===== config.mk =====
export PLATFORM = sky130hd
export DESIGN_NAME = fir_mac_filter
export DESIGN_NICKNAME = d
export VERILOG_FILES = /design/src/rtl/fir_mac_filter.sv
export SDC_FILE = /design/constraint.sdc
export NUM_CORES = 1
export LEC_CHECK = 0
export CAP_MARGIN = 20
export CORE_UTILIZATION = 35
export DETAILED_ROUTE_END_ITERATION = 8
export PLACE_DENSITY_LB_ADDON = 0.2
export SKIP_LAST_GASP = 1
export SLEW_MARGIN = 20
export SYNTH_ARGS = -nofsm -noshare
export SYNTH_HDL_FRONTEND = slang
export SYNTH_SLANG_ARGS = --single-unit
export TNS_END_PERCENT = 1

===== constraint.sdc =====
create_clock -name clk -period 8.4 [get_ports clk]
set_clock_uncertainty 0.15 [all_clocks]
set_input_delay 1.26 -clock clk [delete_from_list [all_inputs] [get_ports clk]]
set_output_delay 1.26 -clock clk [all_outputs]
set_load 0.01 [all_outputs]

===== src/rtl/fir_mac_filter.sv =====
// fir_mac_filter: DEPTH-tap FIR, one shared multiply-accumulate per clock.
// Define FIR_SATURATE_EN to clamp results; otherwise results wrap.
module fir_mac_filter #(
  parameter int WIDTH  = 12,
  parameter int DEPTH  = 8,
  parameter int COEF_W = 12
) (
  input  logic                    clk,
  input  logic                    reset_n,
  input  logic signed [WIDTH-1:0] sample_in,
  input  logic                    sample_valid,
  input  logic [DEPTH*COEF_W-1:0] kernel,
  input  logic                    toggle_en,
  output logic signed [WIDTH-1:0] sample_out,
  output logic                    out_valid,
  output logic                    busy,
  output logic                    enabled,
  output logic                    overrun
);

  localparam int PW = WIDTH + COEF_W;
  localparam int AW = PW + $clog2(DEPTH);
  localparam int IW = $clog2(DEPTH);
  localparam logic [IW-1:0] LAST = IW'(DEPTH - 1);
  localparam logic signed [AW-1:0] RND =
    AW'(64'sd1 <<< (COEF_W - 2));

  typedef enum logic [1:0] {
    S_IDLE,
    S_MAC,
    S_OUT
  } state_t;

  state_t                  r_state;
  logic signed [WIDTH-1:0] r_hist [DEPTH];
  logic signed [AW-1:0]    r_acc;
  logic [IW-1:0]           r_idx;
  logic                    r_enabled;
  logic                    r_out_valid;
  logic                    r_overrun;
  logic signed [WIDTH-1:0] r_out;

  logic signed [WIDTH-1:0]  w_h;
  logic signed [COEF_W-1:0] w_k;
  logic signed [PW-1:0]     w_prod;
  logic signed [AW-1:0]     w_acc_nx;
  logic signed [WIDTH-1:0]  w_res;
  logic                     w_accept;

  assign w_accept = sample_valid && (r_state == S_IDLE);
  assign w_h      = r_hist[r_idx];
  assign w_k      = kernel[r_idx*COEF_W +: COEF_W];
  assign w_prod   = w_h * w_k;
  assign w_acc_nx = r_acc + AW'(w_prod);

`ifdef FIR_SATURATE_EN
  localparam logic signed [AW-1:0] MAXV =
    AW'(2**(WIDTH-1) - 1);
  localparam logic signed [AW-1:0] MINV = -MAXV - 1;
  logic signed [AW-1:0] w_shr;

  assign w_shr = (w_acc_nx + RND) >>> (COEF_W - 1);

  always_comb begin
    w_res = w_shr[WIDTH-1:0];
    if (w_shr > MAXV)
      w_res = MAXV[WIDTH-1:0];
    else if (w_shr < MINV)
      w_res = MINV[WIDTH-1:0];
  end
`else
  assign w_res =
    WIDTH'((w_acc_nx + RND) >>> (COEF_W - 1));
`endif

  always_ff @(posedge clk) begin
    if (!reset_n) begin
      r_state     <= S_IDLE;
      r_acc       <= '0;
      r_idx       <= '0;
      r_enabled   <= 1'b0;
      r_out_valid <= 1'b0;
      r_overrun   <= 1'b0;
      r_out       <= '0;
      for (int i = 0; i < DEPTH; i++)
        r_hist[i] <= '0;
    end else begin
      r_out_valid <= 1'b0;
      r_overrun   <= sample_valid &&
                     (r_state != S_IDLE);
      if (toggle_en)
        r_enabled <= !r_enabled;
      if (w_accept) begin
        r_hist[0] <= sample_in;
        for (int i = 1; i < DEPTH; i++)
          r_hist[i] <= r_hist[i-1];
      end
      // Mode is latched by the IDLE branch taken.
      unique case (r_state)
        S_IDLE: begin
          if (w_accept && r_enabled) begin
            r_state <= S_MAC;
            r_acc   <= '0;
            r_idx   <= '0;
          end else if (w_accept) begin
            r_state     <= S_OUT;
            r_out       <= sample_in;
            r_out_valid <= 1'b1;
          end
        end
        S_MAC: begin
          r_acc <= w_acc_nx;
          r_idx <= r_idx + 1'b1;
          if (r_idx == LAST) begin
            r_state     <= S_OUT;
            r_out       <= w_res;
            r_out_valid <= 1'b1;
          end
        end
        S_OUT:   r_state <= S_IDLE;
        default: r_state <= S_IDLE;
      endcase
    end
  end

  assign sample_out = r_out;
  assign out_valid  = r_out_valid;
  assign busy       = (r_state != S_IDLE);
  assign enabled    = r_enabled;
  assign overrun    = r_overrun;

endmodule


Word-level counts from Yosys, hierarchy flattened. Memory sizes are Yosys's and may differ from the RTL's. A register that Yosys moved wholly into a read port is not among the register bits. Cells that the tools add are included.

Add/sub/neg operators: 3. Multiply operators: 2. Equal/unequal tests: 7. Shift-type cells: 1. Muxes and demuxes: 29. Bitwise operators: 8. Reductions and logical operators: 10.

Operators by type and width (number): 12-bit two-way mux (11); 96-bit by 8-bit variable part select with 12-bit output (1); 27-bit one-hot mux with 2 select lines (1); 27-bit by 24-bit adder with 27-bit output (1); 27-bit two-way mux (1); 12-bit by 12-bit multiplier with 24-bit output (1); 12-bit one-hot mux with 2 select lines (1); 23-bit by 12-bit adder with 23-bit output, second input constant (1); 3-bit two-way mux (3); 1-bit OR (8); 1-bit two-way mux (6); 2-bit two-way mux (3); 2-bit != test, second input constant (3); 3-bit one-hot mux with 2 select lines (1); 3-bit by 2-bit multiplier with 5-bit output, second input constant (1); 2-bit one-hot mux with 2 select lines (1); 2-bit AND reduction (2); 4-bit AND reduction (1); 2-bit nonzero test (2); 3-bit by 1-bit adder with 3-bit output, second input constant (1); 3-bit equality test, second input constant (1); 1-bit logical AND (3); 3-bit by 2-bit != test with 1-bit output, second input constant (1); 2-bit by 1-bit equality test with 1-bit output, second input constant (1); 4 further kinds (4).

Register bits: 47. Memory bits (writable): 96. Output and inout bits: 16. Word-level logic and storage cells: 68. Memories: 1.

Memory list: r_hist (depth 8, width 12, rd ports 8, clocked after Yosys merged registers in 1, write ports 8, RTL line 35) `logic signed [WIDTH-1:0] r_hist [DEPTH];`.

Logic depth before layout (Yosys ltp). Gate-level depths: netlist of run 1.

Word-level depth: 7. Mapped depth: 30. Mapped depth without buffers: 26.

Least setup slack after synthesis of run 1. Ideal clock, no wire load.

Path kind: input-to-reg. Start: input kernel[85]. End: register r_out[9] (netlist: sample_out[9]). Data arrival time: 7.428 ns. Required time: 8.133 ns. Slack: 0.706 ns. Cell stages on the path: 23. Buffers on the path: 2. Path through: mux4_2 -> mux2i_1 -> clkbuf_1 -> nor2_1 -> fa_1 -> inv_1 -> fa_1 -> inv_1 -> fa_1 -> fa_1 -> fa_1 -> fa_1 -> ha_1 -> buf_2 -> and2_1 -> o2111ai_2 -> o22ai_2 -> or4b_4 -> o211ai_2 -> nand4bb_1 -> nand2b_1 -> xnor2_1 -> a22o_1.

Cells in the longest elaborated chain, start to end: 6.

RTL lines: from (decl) (RTL line 12) `input logic [DEPTH*COEF_W-1:0] kernel,`; 96-bit by 8-bit variable part select with 12-bit output (RTL line 52) `assign w_k = kernel[r_idx*COEF_W +: COEF_W];`; 12-bit by 12-bit multiplier with 24-bit output (RTL line 53) `assign w_prod = w_h * w_k;`; 27-bit by 24-bit adder with 27-bit output (RTL line 54) `assign w_acc_nx = r_acc + AW'(w_prod);`; 23-bit by 12-bit adder with 23-bit output (RTL line 73) `WIDTH'((w_acc_nx + RND) >>> (COEF_W - 1));`; 12-bit two-way mux (RTL line 114) `if (r_idx == LAST) begin`; 12-bit one-hot mux with 2 select lines (RTL line 99) `unique case (r_state)`; to (signal assigned) (RTL line 107) `r_out <= sample_in;`; to (signal assigned) (RTL line 116) `r_out <= w_res;`; to (decl) (RTL line 41) `logic signed [WIDTH-1:0] r_out;`.

No other way between the ends. The select of a mux whose other input is x is not followed. A chain may end at the register's enable or synchronous reset.

Final worst setup path of run 1.
Start: input kernel[0]. End: register r_out[9] (netlist: sample_out[9]).

Same word-level chain as after synthesis.

==> summary.txt, run 1 <==
Run status
  – Status: finished clean

Global route
  – Largest net degree at the start of global routing: 73
  – First-pass GRT wire length: 55200 um
  – Initial antenna violation count: 0
  – Vias in the first global route: 9992
  – Total gr overflow: 0
  – Global Route Usage Sum: 0.188

Timing
  – Slew at the pin closest to its max-slew limit: 0.846 ns
  – Min Clock Period, post-route: about 8 ns
  – Final worst path period share: 0.949
  – Setup TNS: 0 ns
  – Max_slew headroom: 0.420
  – Slew Viols, Final: 0
  – Setup Viol. Count Final: 0
  – RSZ-0062 raised after global routing: false
  – Hold violation count in the final report: 0
  – Max Fclk: 125 MHz

Die
  – Core ar.: approximately 37000 um2
  – Cell Rows: 70
  – Starting Density: 0.358
  – I/O pin cnt: 128
  – Die Y: approximately 200 um
  – Die width: 196 um
  – Die area: 38400 um2

Synthesis
  – Cells after Synth: between 1000 and 1500
  – Post-synth EDFFs: 96
  – Synth area leader: fa_1
  – Synthesized area: 13200 um2
  – Yosys top cell area share: 0.234
  – Primary FF master, synth: edfxtp_1
  – Count leader, synth: inv_1
  – Synth Net Count: roughly 1500
  – Dominant cells by area after synthesis: fa_1 (23%), edfxtp_1 (22%), mux4_2 (8.2%)
  – FF+latch count, synth: 142
  – Synth Area per Inst: 11.0 um2
  – Post-synthesis cell type count: 66
  – Top post-synthesis cells by count: inv_1 (171), fa_1 (154), and2_1 (108), edfxtp_1 (96), nor2_1 (83)
  – Sequential area share after synthesis: 0.289
  – FFs w/ async S/R, synth: 0
  – Yosys warns: 0

Cells and area
  – Layout Nets: 1690
  – Layout cells sized above 1: 0.142
  – Final Util: 0.433
  – Synthesis-to-layout area growth: 21.0%

Setup path
  – WS Path Type: input pin to register
  – Largest stage delay on the critical path: 0.53 ns
  – Buf/Inv on CP: 5
  – Slowest stage cell on the critical path: fa_1
  – Delay-heaviest family, CP: adder cells
  – Setup crit start: kernel[0]
  – Critical Path End Type: register
  – Req. time, crit path: 8.56 ns
  – Cell mode on critical path: fa_1
  – CP max FO: 11
  – Worst setup SP type: input pin
  – WP data arrival: 8.13 ns

Clocking
  – Clock latency on the worst-skew pair: 0.42 ns
  – Clk slew on worst S/H paths: approximately 0.06 ns
  – TritonCTS Buffers: 17
  – Htree depth: 4
  – Hold Buf Count CTS: 0
  – Clock buffer depth: 2
  – Post_cts resized: 0
  – Root buffer cell: clkbuf_16
  – Number of clock sinks: 142
  – TritonCTS clock tree: yes
  – Setup repair bufs after CTS: 0

Route
  – Post-DRT Antenna Nets: 0
  – Vias per cell: 5.03
  – Routed via count: 9261
  – DR iter-0 viols: ~600
  – Post-DR wirelength/cell: 18.7 um
  – Wirelength, routed: 34300 um
  – First drt pass iteration count: 5
  – DRC: 0

Placement
  – Final Wtd Congestion: 0.837
  – # port buffers: 127
  – HPWL after detailed placement: about 27000 um

Worst hold path
  – Hold Path Class: register to register
  – Hold path start: sample_out[2]

Job
  – MaxCap Viol Count: 0
worst paths after layout:
kind | slack, ns | endpoint | cells after the start
max | 0.43 | sample_out[9] | 25
min | 0.33 | sample_out[2] | 2
max reg2reg | 0.72 | sample_out[11] | 21
min reg2reg | 0.33 | sample_out[2] | 2
cell usage in the layout (no fill, tap or decap), types with 13 or more instances in the layout:
cell	count
nand2_1	81
buf_4	74
nor2b_1	31
xnor2_1	21
nor2_1	82
edfxtp_1	96
inv_1	171
mux2i_1	19
ha_1	66
a21oi_1	23
clkdlybuf4s50_1	126
nand3_1	13
and2_1	108
clkbuf_16	17
dfxtp_1	44
mux2_2	14
a22oi_1	19
fa_1	154
mux4_2	48
nand2b_1	17
per-stage QoR:
step | cell area [um2] | instances | setup WS (ns) | hold slack (ns)
3_5_place_dp | 15400 | 1807 | -0.0194 | 0.324
5_1_grt | 15900 | 1839 | 0.0679 | 0.361
4_1_cts | 15900 | 1839 | 0.405 | 0.336
2_1_floorplan | 13200 | 1196 | 0.706 | 0.291
6_report | 15900 | 1840 | 0.426 | 0.329
3_3_place_gp | 15400 | 1807 | 0.00367 | 0.310
per-layer routing:
layer	up-vias	share of wire	global-route usage
met5	-	0	0
met4	0	0.014	0.0431
met3	27	0.047	0.0320
met2	226	0.50	0.329
met1	4723	0.44	0.243
li1	4285	-	-
registers in the layout, summed over array words and instances (netlist names), named ones only:
name	cells
r_hist	96
r_acc	23
sample_out	12
r_idx	3
r_state	2
enabled	1
out_valid	1
overrun	1
worst reg2reg max path, stage by stage, from the launching register on:
cell      delay, ns
dfxtp_1        0.76
mux4_2         0.43
mux2i_1        0.69
nor2_1         0.16
fa_1           0.54
inv_1          0.05
fa_1           0.50
inv_1          0.06
fa_1           0.48
fa_1           0.47
fa_1           0.57
fa_1           0.43
ha_1           0.43
o211ai_1       0.18
a21o_1         0.19
a21oi_1        0.34
nor2_1         0.20
o21bai_1       0.22
a31oi_1        0.12
xnor2_1        0.30
xnor2_1        0.18
a31oi_1        0.10
cells by family after synthesis:
logic type,after synthesis,share of synthesized area
and+or+nand+nor,369,0.147
muxes,82,0.110
DFF,142,0.289
xor gates and xnor gates,33,0.0234
AOI/OAI and AO/OA,120,0.0650
adders and majority gates,220,0.297
buffers and inverters,230,0.0681
area by class of cell:
cell class,instances,area [um2]
clock buffer,19,433
inverter,171,642
timing repair buffer,202,1840
antenna,1,2.50
tap,468,586
multi-input combinational,824,8480
clock inverter,13,138
sequential,142,3810
fill,3526,20900
Power of run 1 is left out: the tool's default activity adds up to more than one toggle a clock period on the data nets, which glitch-free logic cannot reach.
==> run 2, diff against run 1 <==
Settings changed: CTS_CLUSTER_SIZE set to 10.
==> results of run 2 <==
No change in the layout: final DEF, timing and power equal those of run 1.
Power of run 2 is left out for the same reason.
==> run 3, diff against run 2 <==
Settings changed: CORE_ASPECT_RATIO set to 1.75, CTS_CLUSTER_DIAMETER set to 120.
==> run 3 against run 2 <==
Against the previous run:
- hold slack got worse by 0.0023 ns
- routed wire length rose by 7.3%
- non-clock buffer count rose by 22
- setup slack improved by 0.072 ns
- critical endpoint is now sample_out[6]
==> summary.txt, run 3 (synthesis results as in run 1) <==
Placement
  – Final Wtd Congestion: ~0.89
  – # port buffers: ~130
  – HPWL after detailed placement: 29200 um

Timing
  – Setup TNS: 0 ns
  – Max Fclk: about 130 MHz
  – Setup Viol. Count Final: 0
  – Hold violation count in the final report: 0
  – Final worst path period share: 0.941
  – Slew at the pin closest to its max-slew limit: about 1.1 ns
  – Slew Viols, Final: 0
  – RSZ-0062 raised after global routing: false
  – Min Clock Period, post-route: 7.90 ns
  – Max_slew headroom: 0.296

Setup path
  – CP max FO: 11
  – R2r setup slk: 0.73 ns
  – Req. time, crit path: 8.59 ns
  – CP endpoint: sample_out[6]
  – Register-to-Register Path Depth: 23
  – Critical Path End Type: register
  – Worst setup SP type: input pin
  – WS Path Type: input pin to register
  – WP data arrival: 8.09 ns
  – R2R Path End: sample_out[11]
  – Setup crit start: kernel[89]

Global route
  – First-pass GRT wire length: 58800 um
  – Largest net degree at the start of global routing: 81
  – GRT met2 Usage: 0.406
  – Global Route Usage Sum: 0.208
  – Initial antenna violation count: 0
  – M3 GR Usage: 0.0254
  – Met1 Track Usage GR: 0.210
  – Total gr overflow: 0
  – Gr busiest metal: met2
  – Vias in the first global route: 10700

Cells and area
  – Most flop-heavy register: r_hist
  – Register area: 3810 um2
  – Max FFs per register: 96
  – Antenna cells: 0
  – Fill cell count: roughly 3500
  – Layout Nets: 1712
  – Multi-input logic area: 8480 um2
  – Most frequent cells in the layout: inv_1 (171), fa_1 (154), clkdlybuf4s50_1 (126), and2_1 (108), edfxtp_1 (96)
  – Layout cells sized above 1: 0.158
  – Synthesis-to-layout area growth: 22.6%
  – Commonest non-fill, non-tap cell in the layout: inv_1

Clocking
  – TritonCTS clock tree: yes
  – Hold Buf Count CTS: 0
  – TritonCTS Buffers: 17
  – Post_cts resized: 0
  – Htree depth: 4
  – Setup repair bufs after CTS: 0
  – Number of clock sinks: 142
  – Clock latency on the worst-skew pair: 0.45 ns
  – Root buffer cell: clkbuf_16
  – Clk slew on worst S/H paths: 0.07 ns
  – Clock buffer depth: 2

Route
  – Vias per cell: 5.06
  – DR iter-0 viols: 418
  – First drt pass iteration count: 5
  – DRC: 0
  – Post-DR wirelength/cell: approximately 20 um
  – Routed via count: 9459
  – Wirelength, routed: 36800 um
  – Post-DRT Antenna Nets: 0

Job
  – MaxCap Viol Count: 0

Die
  – I/O pin cnt: about 130
  – Starting Density: 0.357
  – Die area: between 30000 and 40000 um2
  – Die width: around 150 um
  – Die Y: approximately 260 um
  – Core ar.: 36900 um2
  – Cell Rows: 93

Worst hold path
  – Hold Path Class: register to register

Run status
  – Status: finished clean
==> run 3: per-stage QoR <==
stage	cell area [um2]	worst slack, ns	instances	hold slack (ns)	utilization
after floorplan	13200	0.706	1196	0.291	-
after global placement	15500	0.0734	1836	0.305	0.421
after detailed placement	15500	0.0388	1836	0.320	0.421
after CTS	16100	0.494	1868	0.332	0.437
after global routing	16100	0.153	1868	0.349	0.437
final	16100	0.498	1868	0.327	0.437
==> run 3: routing by layer <==
| layer | vias up | routed length (um) |
|---|---|---|
| met5 | - | 0 |
| met4 | 0 | 1780 |
| met3 | 68 | 1000 |
| met2 | 196 | 21000 |
| met1 | 4869 | 13000 |
| li1 | 4326 | - |
==> run 3: layout make-up <==
class	count	area share
repair buffers	224	0.125
inverters	171	0.0398
clock buffers	18	0.0279
flip-flops and latches	142	0.236
clock inverters	14	0.00876
multi-input cells	824	0.526
well taps	475	0.0368
==> run 3: critical path, stage by stage <==
cell and delay, ns:
clkdlybuf4s50_1 0.43, mux4_2 0.47, mux2_2 0.41, nand2_1 0.13
fa_1 0.43, fa_1 0.53, fa_1 0.61, inv_1 0.07
fa_1 0.45, fa_1 0.44, fa_1 0.44, ha_1 0.36
a21oi_1 0.33, o21a_2 0.23, o21ai_2 0.07, xor2_1 0.38
nor4b_2 0.29, buf_4 0.17, nand3_1 0.09, xor2_1 0.24
o21ai_1 0.09, o211a_1 0.16
==> run 3: worst min path at each step <==
stage / from / to / depth (start not counted)
finish: sample_out[3] / sample_out[3] / 2
global route: r_acc[8] / r_acc[8] / 2
CTS: r_acc[8] / r_acc[8] / 2
detailed placement: sample_out[3] / sample_out[3] / 2
global placement: r_acc[8] / r_acc[8] / 2
floorplan: r_acc[8] / r_acc[8] / 2
Power of run 3 is left out for the same reason.
